==> src/rtl/proc_pkg.sv <==
// proc_pkg: shared definitions for the 8-bit pipelined processor front end.
// Holds opcode encodings, the stack-pointer register index, the decode FSM
// encoding, operand-select codes and the decoded-control / ID-EX payload types.
package proc_pkg;

   localparam int unsigned XLEN = 8;   // datapath width
   localparam int unsigned OPW  = 4;   // opcode field width, instr[7:4]
   localparam int unsigned RAW  = 2;   // register address width

   localparam logic [OPW-1:0] OP_NOP  = 4'd0;
   localparam logic [OPW-1:0] OP_MOV  = 4'd1;
   localparam logic [OPW-1:0] OP_ADD  = 4'd2;
   localparam logic [OPW-1:0] OP_SUB  = 4'd3;
   localparam logic [OPW-1:0] OP_AND  = 4'd4;
   localparam logic [OPW-1:0] OP_OR   = 4'd5;
   localparam logic [OPW-1:0] OP_PUSH = 4'd6;
   localparam logic [OPW-1:0] OP_POP  = 4'd7;
   localparam logic [OPW-1:0] OP_LDM  = 4'd8;
   localparam logic [OPW-1:0] OP_LDD  = 4'd9;
   localparam logic [OPW-1:0] OP_STD  = 4'd10;

   localparam logic [RAW-1:0] SP_IDX = 2'd3;

   // Decode FSM: DEC decodes opcodes, IMM expects the LDM immediate byte
   typedef enum logic {
      ST_DEC = 1'b0,
      ST_IMM = 1'b1
   } id_state_e;

   // Operand source selection produced by the decoder
   typedef enum logic [2:0] {
      SEL_ZERO   = 3'd0,
      SEL_RA     = 3'd1,
      SEL_RB     = 3'd2,
      SEL_SP     = 3'd3,
      SEL_SP_INC = 3'd4
   } opnd_sel_e;

   typedef struct packed {
      logic           wr;
      logic           mrd;
      logic           mwr;
      logic [RAW-1:0] dest;
   } id_ctl_t;

   typedef struct packed {
      logic [OPW-1:0] op;       // opcode as issued (NOP for reserved)
      id_ctl_t        ctl;
      opnd_sel_e      sel_a;
      opnd_sel_e      sel_b;
      logic           use_ra;   // source register usage for hazard checks
      logic           use_rb;
      logic           use_sp;
      logic           sp_op;    // PUSH or POP
      logic           is_ldm;
      logic           illegal;
   } id_dec_t;

   // ID/EX pipeline register payload
   typedef struct packed {
      logic            valid;
      logic [OPW-1:0]  op;
      logic [XLEN-1:0] op_a;
      logic [XLEN-1:0] op_b;
      id_ctl_t         ctl;
      logic            illegal;
   } ex_reg_t;

   function automatic logic is_sp_op(input logic [OPW-1:0] op);
      return (op == OP_PUSH) || (op == OP_POP);
   endfunction

endpackage

==> src/rtl/id_decoder.sv <==
// id_decoder: combinational opcode-to-control lookup.
// Ports:
//   instr  in   8  instruction byte (op = instr[7:4], ra = [3:2], rb = [1:0])
//   dec    out     decoded controls, operand selects and source-usage flags
module id_decoder
   import proc_pkg::*;
(
   input  logic [XLEN-1:0] instr,
   output id_dec_t         dec
);

   logic [OPW-1:0] op;
   logic [RAW-1:0] ra;

   assign op = instr[XLEN-1 -: OPW];
   assign ra = instr[2*RAW-1 -: RAW];

   // Opcode table; reserved opcodes collapse to NOP with the illegal flag
   always_comb begin
      dec          = '0;
      dec.op       = op;
      dec.sel_a    = SEL_ZERO;
      dec.sel_b    = SEL_ZERO;
      case (op)
         OP_NOP: ;
         OP_MOV: begin
            dec.sel_a    = SEL_RB;
            dec.sel_b    = SEL_RB;
            dec.ctl.dest = ra;
            dec.ctl.wr   = 1'b1;
            dec.use_rb   = 1'b1;
         end
         OP_ADD, OP_SUB, OP_AND, OP_OR: begin
            dec.sel_a    = SEL_RA;
            dec.sel_b    = SEL_RB;
            dec.ctl.dest = ra;
            dec.ctl.wr   = 1'b1;
            dec.use_ra   = 1'b1;
            dec.use_rb   = 1'b1;
         end
         OP_PUSH: begin
            dec.sel_a    = SEL_SP;
            dec.sel_b    = SEL_RB;
            dec.ctl.dest = SP_IDX;
            dec.ctl.wr   = 1'b1;
            dec.ctl.mwr  = 1'b1;
            dec.use_rb   = 1'b1;
            dec.use_sp   = 1'b1;
            dec.sp_op    = 1'b1;
         end
         OP_POP: begin
            dec.sel_a    = SEL_SP_INC;
            dec.ctl.dest = ra;
            dec.ctl.wr   = 1'b1;
            dec.ctl.mrd  = 1'b1;
            dec.use_sp   = 1'b1;
            dec.sp_op    = 1'b1;
         end
         OP_LDM: begin
            dec.ctl.dest = ra;
            dec.ctl.wr   = 1'b1;
            dec.is_ldm   = 1'b1;
         end
         OP_LDD: begin
            dec.sel_a    = SEL_RB;
            dec.ctl.dest = ra;
            dec.ctl.wr   = 1'b1;
            dec.ctl.mrd  = 1'b1;
            dec.use_rb   = 1'b1;
         end
         OP_STD: begin
            dec.sel_a    = SEL_RA;
            dec.sel_b    = SEL_RB;
            dec.ctl.mwr  = 1'b1;
            dec.use_ra   = 1'b1;
            dec.use_rb   = 1'b1;
         end
         default: begin
            dec.op      = OP_NOP;
            dec.illegal = 1'b1;
         end
      endcase
   end

endmodule

==> src/rtl/id_ex_stage.sv <==
// id_ex_stage: decode stage plus ID/EX pipeline register.
// Optional feature macro: ID_WB_BYPASS_EN (writeback-to-read bypass).
// Ports:
//   clk, rst                         clock, synchronous active-high reset
//   if_valid, if_instr, id_ready     instruction byte handshake
//   flush, ex_hold                   pipeline kill / downstream freeze
//   rf_ra, rf_rb                     register-file read addresses (comb)
//   rf_rd1, rf_rd2, rf_sp            register-file read data and SP
//   sp_inc                           SP increment pulse when a POP is accepted
//   wb_wr_en, wb_addr, wb_data       writeback port, used only for bypass
//   ex_valid .. ex_illegal           registered micro-op to EX
module id_ex_stage
   import proc_pkg::*;
(
   input  logic             clk,
   input  logic             rst,
   input  logic             if_valid,
   input  logic [XLEN-1:0]  if_instr,
   output logic             id_ready,
   input  logic             flush,
   input  logic             ex_hold,
   output logic [RAW-1:0]   rf_ra,
   output logic [RAW-1:0]   rf_rb,
   input  logic [XLEN-1:0]  rf_rd1,
   input  logic [XLEN-1:0]  rf_rd2,
   input  logic [XLEN-1:0]  rf_sp,
   output logic             sp_inc,
   input  logic             wb_wr_en,
   input  logic [RAW-1:0]   wb_addr,
   input  logic [XLEN-1:0]  wb_data,
   output logic             ex_valid,
   output logic [OPW-1:0]   ex_op,
   output logic [XLEN-1:0]  ex_op_a,
   output logic [XLEN-1:0]  ex_op_b,
   output logic [RAW-1:0]   ex_dest,
   output logic             ex_reg_wr,
   output logic             ex_mem_rd,
   output logic             ex_mem_wr,
   output logic             ex_illegal
);

   id_state_e       state, state_nxt;
   logic [RAW-1:0]  ldm_ra, ldm_ra_nxt;
   ex_reg_t         ex_q, ex_d;
   logic            ex_load;
   id_dec_t         dec;
   logic [XLEN-1:0] rd_a, rd_b, sp_val;
   logic            ld_hit, sp_hit, stall, accept;

   assign rf_ra = if_instr[2*RAW-1 -: RAW];
   assign rf_rb = if_instr[RAW-1:0];

   id_decoder u_dec (
      .instr (if_instr),
      .dec   (dec)
   );

`ifdef ID_WB_BYPASS_EN
   // Same-edge writeback: forward wb_data over stale register-file reads
   always_comb begin
      rd_a   = (wb_wr_en && (wb_addr == rf_ra))  ? wb_data : rf_rd1;
      rd_b   = (wb_wr_en && (wb_addr == rf_rb))  ? wb_data : rf_rd2;
      sp_val = (wb_wr_en && (wb_addr == SP_IDX)) ? wb_data : rf_sp;
   end
`else
   logic unused_wb;
   assign unused_wb = ^{wb_wr_en, wb_addr, wb_data};
   assign rd_a      = rf_rd1;
   assign rd_b      = rf_rd2;
   assign sp_val    = rf_sp;
`endif

   // Hazards only apply when an opcode byte is being decoded
   always_comb begin
      ld_hit = ex_q.valid && ex_q.ctl.mrd &&
               ((dec.use_ra && (ex_q.ctl.dest == rf_ra)) ||
                (dec.use_rb && (ex_q.ctl.dest == rf_rb)) ||
                (dec.use_sp && (ex_q.ctl.dest == SP_IDX)));
      sp_hit = dec.sp_op && ex_q.valid && is_sp_op(ex_q.op);
      stall  = (state == ST_DEC) && if_valid && (ld_hit || sp_hit);
   end

   assign id_ready = !rst && !flush && !ex_hold && !stall;
   assign accept   = if_valid && id_ready;
   assign sp_inc   = accept && (state == ST_DEC) && (dec.op == OP_POP);

   function automatic logic [XLEN-1:0] pick(input opnd_sel_e       sel,
                                            input logic [XLEN-1:0] a,
                                            input logic [XLEN-1:0] b,
                                            input logic [XLEN-1:0] sp);
      logic [XLEN-1:0] v;
      case (sel)
         SEL_RA:     v = a;
         SEL_RB:     v = b;
         SEL_SP:     v = sp;
         SEL_SP_INC: v = XLEN'(sp + XLEN'(1));
         default:    v = '0;
      endcase
      return v;
   endfunction

   // Next state and ID/EX load; priority flush > ex_hold > stall
   always_comb begin
      state_nxt  = state;
      ldm_ra_nxt = ldm_ra;
      ex_load    = 1'b1;
      ex_d       = '0;
      if (flush) begin
         state_nxt = ST_DEC;
      end else if (ex_hold) begin
         ex_load = 1'b0;
      end else if (accept) begin
         if (state == ST_IMM) begin
            ex_d.valid    = 1'b1;
            ex_d.op       = OP_LDM;
            ex_d.op_a     = if_instr;
            ex_d.op_b     = if_instr;
            ex_d.ctl.dest = ldm_ra;
            ex_d.ctl.wr   = 1'b1;
            state_nxt     = ST_DEC;
         end else if (dec.is_ldm) begin
            // first LDM byte: remember destination, bubble to EX
            ldm_ra_nxt = rf_ra;
            state_nxt  = ST_IMM;
         end else begin
            ex_d.valid   = 1'b1;
            ex_d.op      = dec.op;
            ex_d.op_a    = pick(dec.sel_a, rd_a, rd_b, sp_val);
            ex_d.op_b    = pick(dec.sel_b, rd_a, rd_b, sp_val);
            ex_d.ctl     = dec.ctl;
            ex_d.illegal = dec.illegal;
         end
      end
   end

   // State and ID/EX register
   always_ff @(posedge clk) begin
      if (rst) begin
         state  <= ST_DEC;
         ldm_ra <= '0;
         ex_q   <= '0;
      end else begin
         state  <= state_nxt;
         ldm_ra <= ldm_ra_nxt;
         if (ex_load) begin
            ex_q <= ex_d;
         end
      end
   end

   assign ex_valid   = ex_q.valid;
   assign ex_op      = ex_q.op;
   assign ex_op_a    = ex_q.op_a;
   assign ex_op_b    = ex_q.op_b;
   assign ex_dest    = ex_q.ctl.dest;
   assign ex_reg_wr  = ex_q.ctl.wr;
   assign ex_mem_rd  = ex_q.ctl.mrd;
   assign ex_mem_wr  = ex_q.ctl.mwr;
   assign ex_illegal = ex_q.illegal;

endmodule

==> config.mk <==
export PLATFORM = sky130hd
export DESIGN_NAME = id_ex_stage
export DESIGN_NICKNAME = d
export VERILOG_FILES = /design/src/rtl/proc_pkg.sv /design/src/rtl/id_decoder.sv /design/src/rtl/id_ex_stage.sv
export SDC_FILE = /design/constraint.sdc
export NUM_CORES = 1
export LEC_CHECK = 0
export ABC_AREA = 0
export BUFFER_PORTS_ARGS = -buffer_cell sky130_fd_sc_hd__buf_2
export CORE_MARGIN = 1
export CORE_UTILIZATION = 44
export CTS_BUF_LIST = sky130_fd_sc_hd__clkbuf_4
export CTS_CLUSTER_SIZE = 40
export DETAILED_ROUTE_END_ITERATION = 7
export PLACE_DENSITY = 0.78
export SYNTH_ARGS = -nofsm -noshare
export SYNTH_HDL_FRONTEND = slang
export SYNTH_SLANG_ARGS = --single-unit
==> constraint.sdc <==
create_clock -name clk -period 1.62 [get_ports clk]
set_input_delay 0.162 -clock clk [delete_from_list [all_inputs] [get_ports clk]]
set_output_delay 0.162 -clock clk [all_outputs]
set_load 0.01 [all_outputs]
==> results.yml <==
synth:
  synth.area.top_cells: "dfxtp_1, a22o_1, o21ai_0"
  synthAdderAreaFrac: 0.006849
  synth_nets: 259
  synth_top_family_by_area: "compound AO/OA/AOI/OAI gates"
  synthMuxAreaShare: 0.01096
  synthArstFlopShare: 0
  synthXorXnorAreaFrac: 0.05616
  syn_avg_cell_area_um2: 8.699
  synth_common_cells: "dfxtp_1, a22o_1, nand2_1, o21ai_0, nor2_1"
  ys.flop_type: "dfxtp_1"
  syn_area_um2: 1827
  synth-seq-cells: 30
  synth_enable_flop_cells: 0
  syn_inst: 210
  synth.top_cell.area_share: 0.3288
  synth_compound_area_frac: 0.3541
  yosys.area_share.simple: 0.1842
  synth-seq-area-share: 0.3288
  ys_types: 50
  synth_largest_area_cell: "dfxtp_1"
  yosys_warnings: 0
  synth_most_common_cell: "dfxtp_1"
timing:
  final_hold_viol_count: 0
  post-route-period-util: 1.202
  slew_violations: 0
  timing.hold.ws_ps: 82.00
  skew_ps: 18.55
  relSlewSlack: 0.7050
  worst_pin_slew_ps: 437.9
  setup_ws_ps: -327.6
  fmax_mhz: 513.4
  finalSetupViolCount: 29
  fin_crit_ps: 1948
  grt_setup_unrepaired: "true"
grt:
  gr-total-overflow: 0
  grt_usage: 0.2555
  antenna_found_initial: 0
  grt_max_degree: 30
  first_global_vias: 1863
  grt_pass1_wl_um: 8473
floorplan:
  die_h_um: 66.44
  start_util: 0.4567
  core_um2: 4000
  die_w_um: 66.44
  ioPinCount: 81
  dieArea_um2: 4414
  num_rows: 23
final_layout:
  drive_above_1_share: 0.4239
  areaGrowthSynthToFinish_pct: 39.11
  nFillCells: 360
  fin_nets: 357
  diodes: 0
worst_setup_path:
  cp-end-kind: "output port"
  required_ps: 1460
  crit_arrival_ps: 1790
  setup.worst_path.start_class: "register"
  path_delay_family: "compound AO/OA/AOI/OAI gates"
  slowest_delay_ps: 410
  crit_slowest_cell: "a2111o_1"
  worst-path-max-fanout: 4
  crit_buf_inv: 2
  regToRegSetupSlack_ps: -200
  worstSetupPathType: "register to output port"
  worstPathCellList: "xnor2_2 > nand2_1 > a2111o_1 > buf_6 > o21ai_2 > a31oi_1 > buf_2"
clock_network:
  cts_sinks: 30
  clkLatencyLatePin_ps: 320
  htreeDepth: 2
  clk_pin_slew_ps: 90
  cts_root_buffer: "clkbuf_4"
  clock_path_buffers: 2
  cts_tree: "yes"
  cts_buffers: 5
pwr:
  ir_drop_mv: 0.4977
  cellLeakagePower_nw: 1.187
  powerDensity_nw_per_um2: 607.0
drt:
  via_per_inst: 5.635
  wl_per_cell_um: 15.05
  first_iter_violations: 125
  num_vias: 2023
  drcViolationCount: 0
  ant_nets: 0
  postRouteWirelength_um: 5402
  firstDrtPassIters: 4
placed_design:
  place_hpwl_um: 4055
  io_buffer_count: 69
  place_ws_ps: -202.8
  gp_congestion: 0.8784
min_path:
  hold_path_class: "primary input to register"
run:
  cap_violations: 0
outcome:
  violations: "negative setup slack"
  status: "finished, violations left"
-- cell usage in the layout (no fill, tap or decap), types with 6 or more instances in the layout --
cell      Yosys  routed
a21oi_1       6       6
a22o_1       24      24
buf_2         5      69
buf_4         4      37
clkbuf_4      0       6
dfxtp_1      30      28
nand2_1      19      19
nor2_1       10      10
nor2b_1       6       6
o21ai_0      19      18
xnor2_1       6       6
-- logic make-up after synthesis --
| group | Yosys count |
|---|---|
| AO/OA/AOI/OAI | 83 |
| XOR/XNOR | 10 |
| adder cells (fa/ha/maj) | 1 |
| buffers and inverters | 21 |
| flip-flops | 30 |
| multiplexers | 2 |
| AND/OR/NAND/NOR | 63 |
-- cell type report --
class | count | area (um2) | area share
multi-input combinational | 159 | 1132 | 0.4456
timing repair buffer | 110 | 676.9 | 0.2664
sequential | 30 | 608.1 | 0.2393
tap | 50 | 62.56 | 0.02462
clock buffer | 6 | 45.04 | 0.01773
clock inverter | 2 | 8.758 | 0.003447
inverter | 2 | 7.507 | 0.002954
-- metrics by stage --
stage	util	total power [mW]	setup TNS (ps)	instances	cell area (um2)
6_report	0.6353	1.543	-5041	359	2541
4_1_cts	0.6322	1.542	-5185	358	2529
2_1_floorplan	-	0.9475	-1205	210	1834
3_5_place_dp	0.6099	1.110	-3466	348	2440
3_3_place_gp	0.6099	1.108	-2821	348	2440
5_1_grt	0.6353	1.616	-7707	359	2541
-- metal layers --
metal  GRT usage  part of all wire
met3     0.05172             0.061
met4     0.08777             0.013
met5           0                 0
met2      0.4158              0.48
met1      0.3326              0.44
-- final timing paths --
| check | start | depth (start not counted) | to |
|---|---|---|---|
| setup / recovery | ex_dest[0] | 7 | id_ready |
| hold / removal | flush | 2 | state |
| setup reg to reg | ex_dest[0] | 6 | ex_op[0] |
| hold reg to reg | ex_op_b[2] | 1 | ex_op_b[2] |
-- power breakdown --
| group | switching (mW) | internal, mW | total (mW) |
|---|---|---|---|
| combinational | 0.178 | 0.178 | 0.356 |
| sequential | 0.00532 | 0.743 | 0.748 |
| clock | 0.259 | 0.180 | 0.439 |
-- flip-flops by register name, indices dropped and copies added (netlist names) --
signal	count
ex_dest	2
ex_illegal	1
ex_mem_rd	1
ex_mem_wr	1
ex_op	4
ex_op_a	8
ex_op_b	8
ex_reg_wr	1
ex_valid	1
ldm_ra	2
state	1
-- repair_timing --
| item | in CTS | in global routing |
|---|---|---|
| gates resized for setup | 6 | 1 |
| hold buffers | 0 | 0 |
| pin swaps | 6 | 3 |
| setup endpoints to repair | 29 | 28 |
| setup buffers | 2 | 1 |
Note: power is estimated with default switching activity, not from simulation.
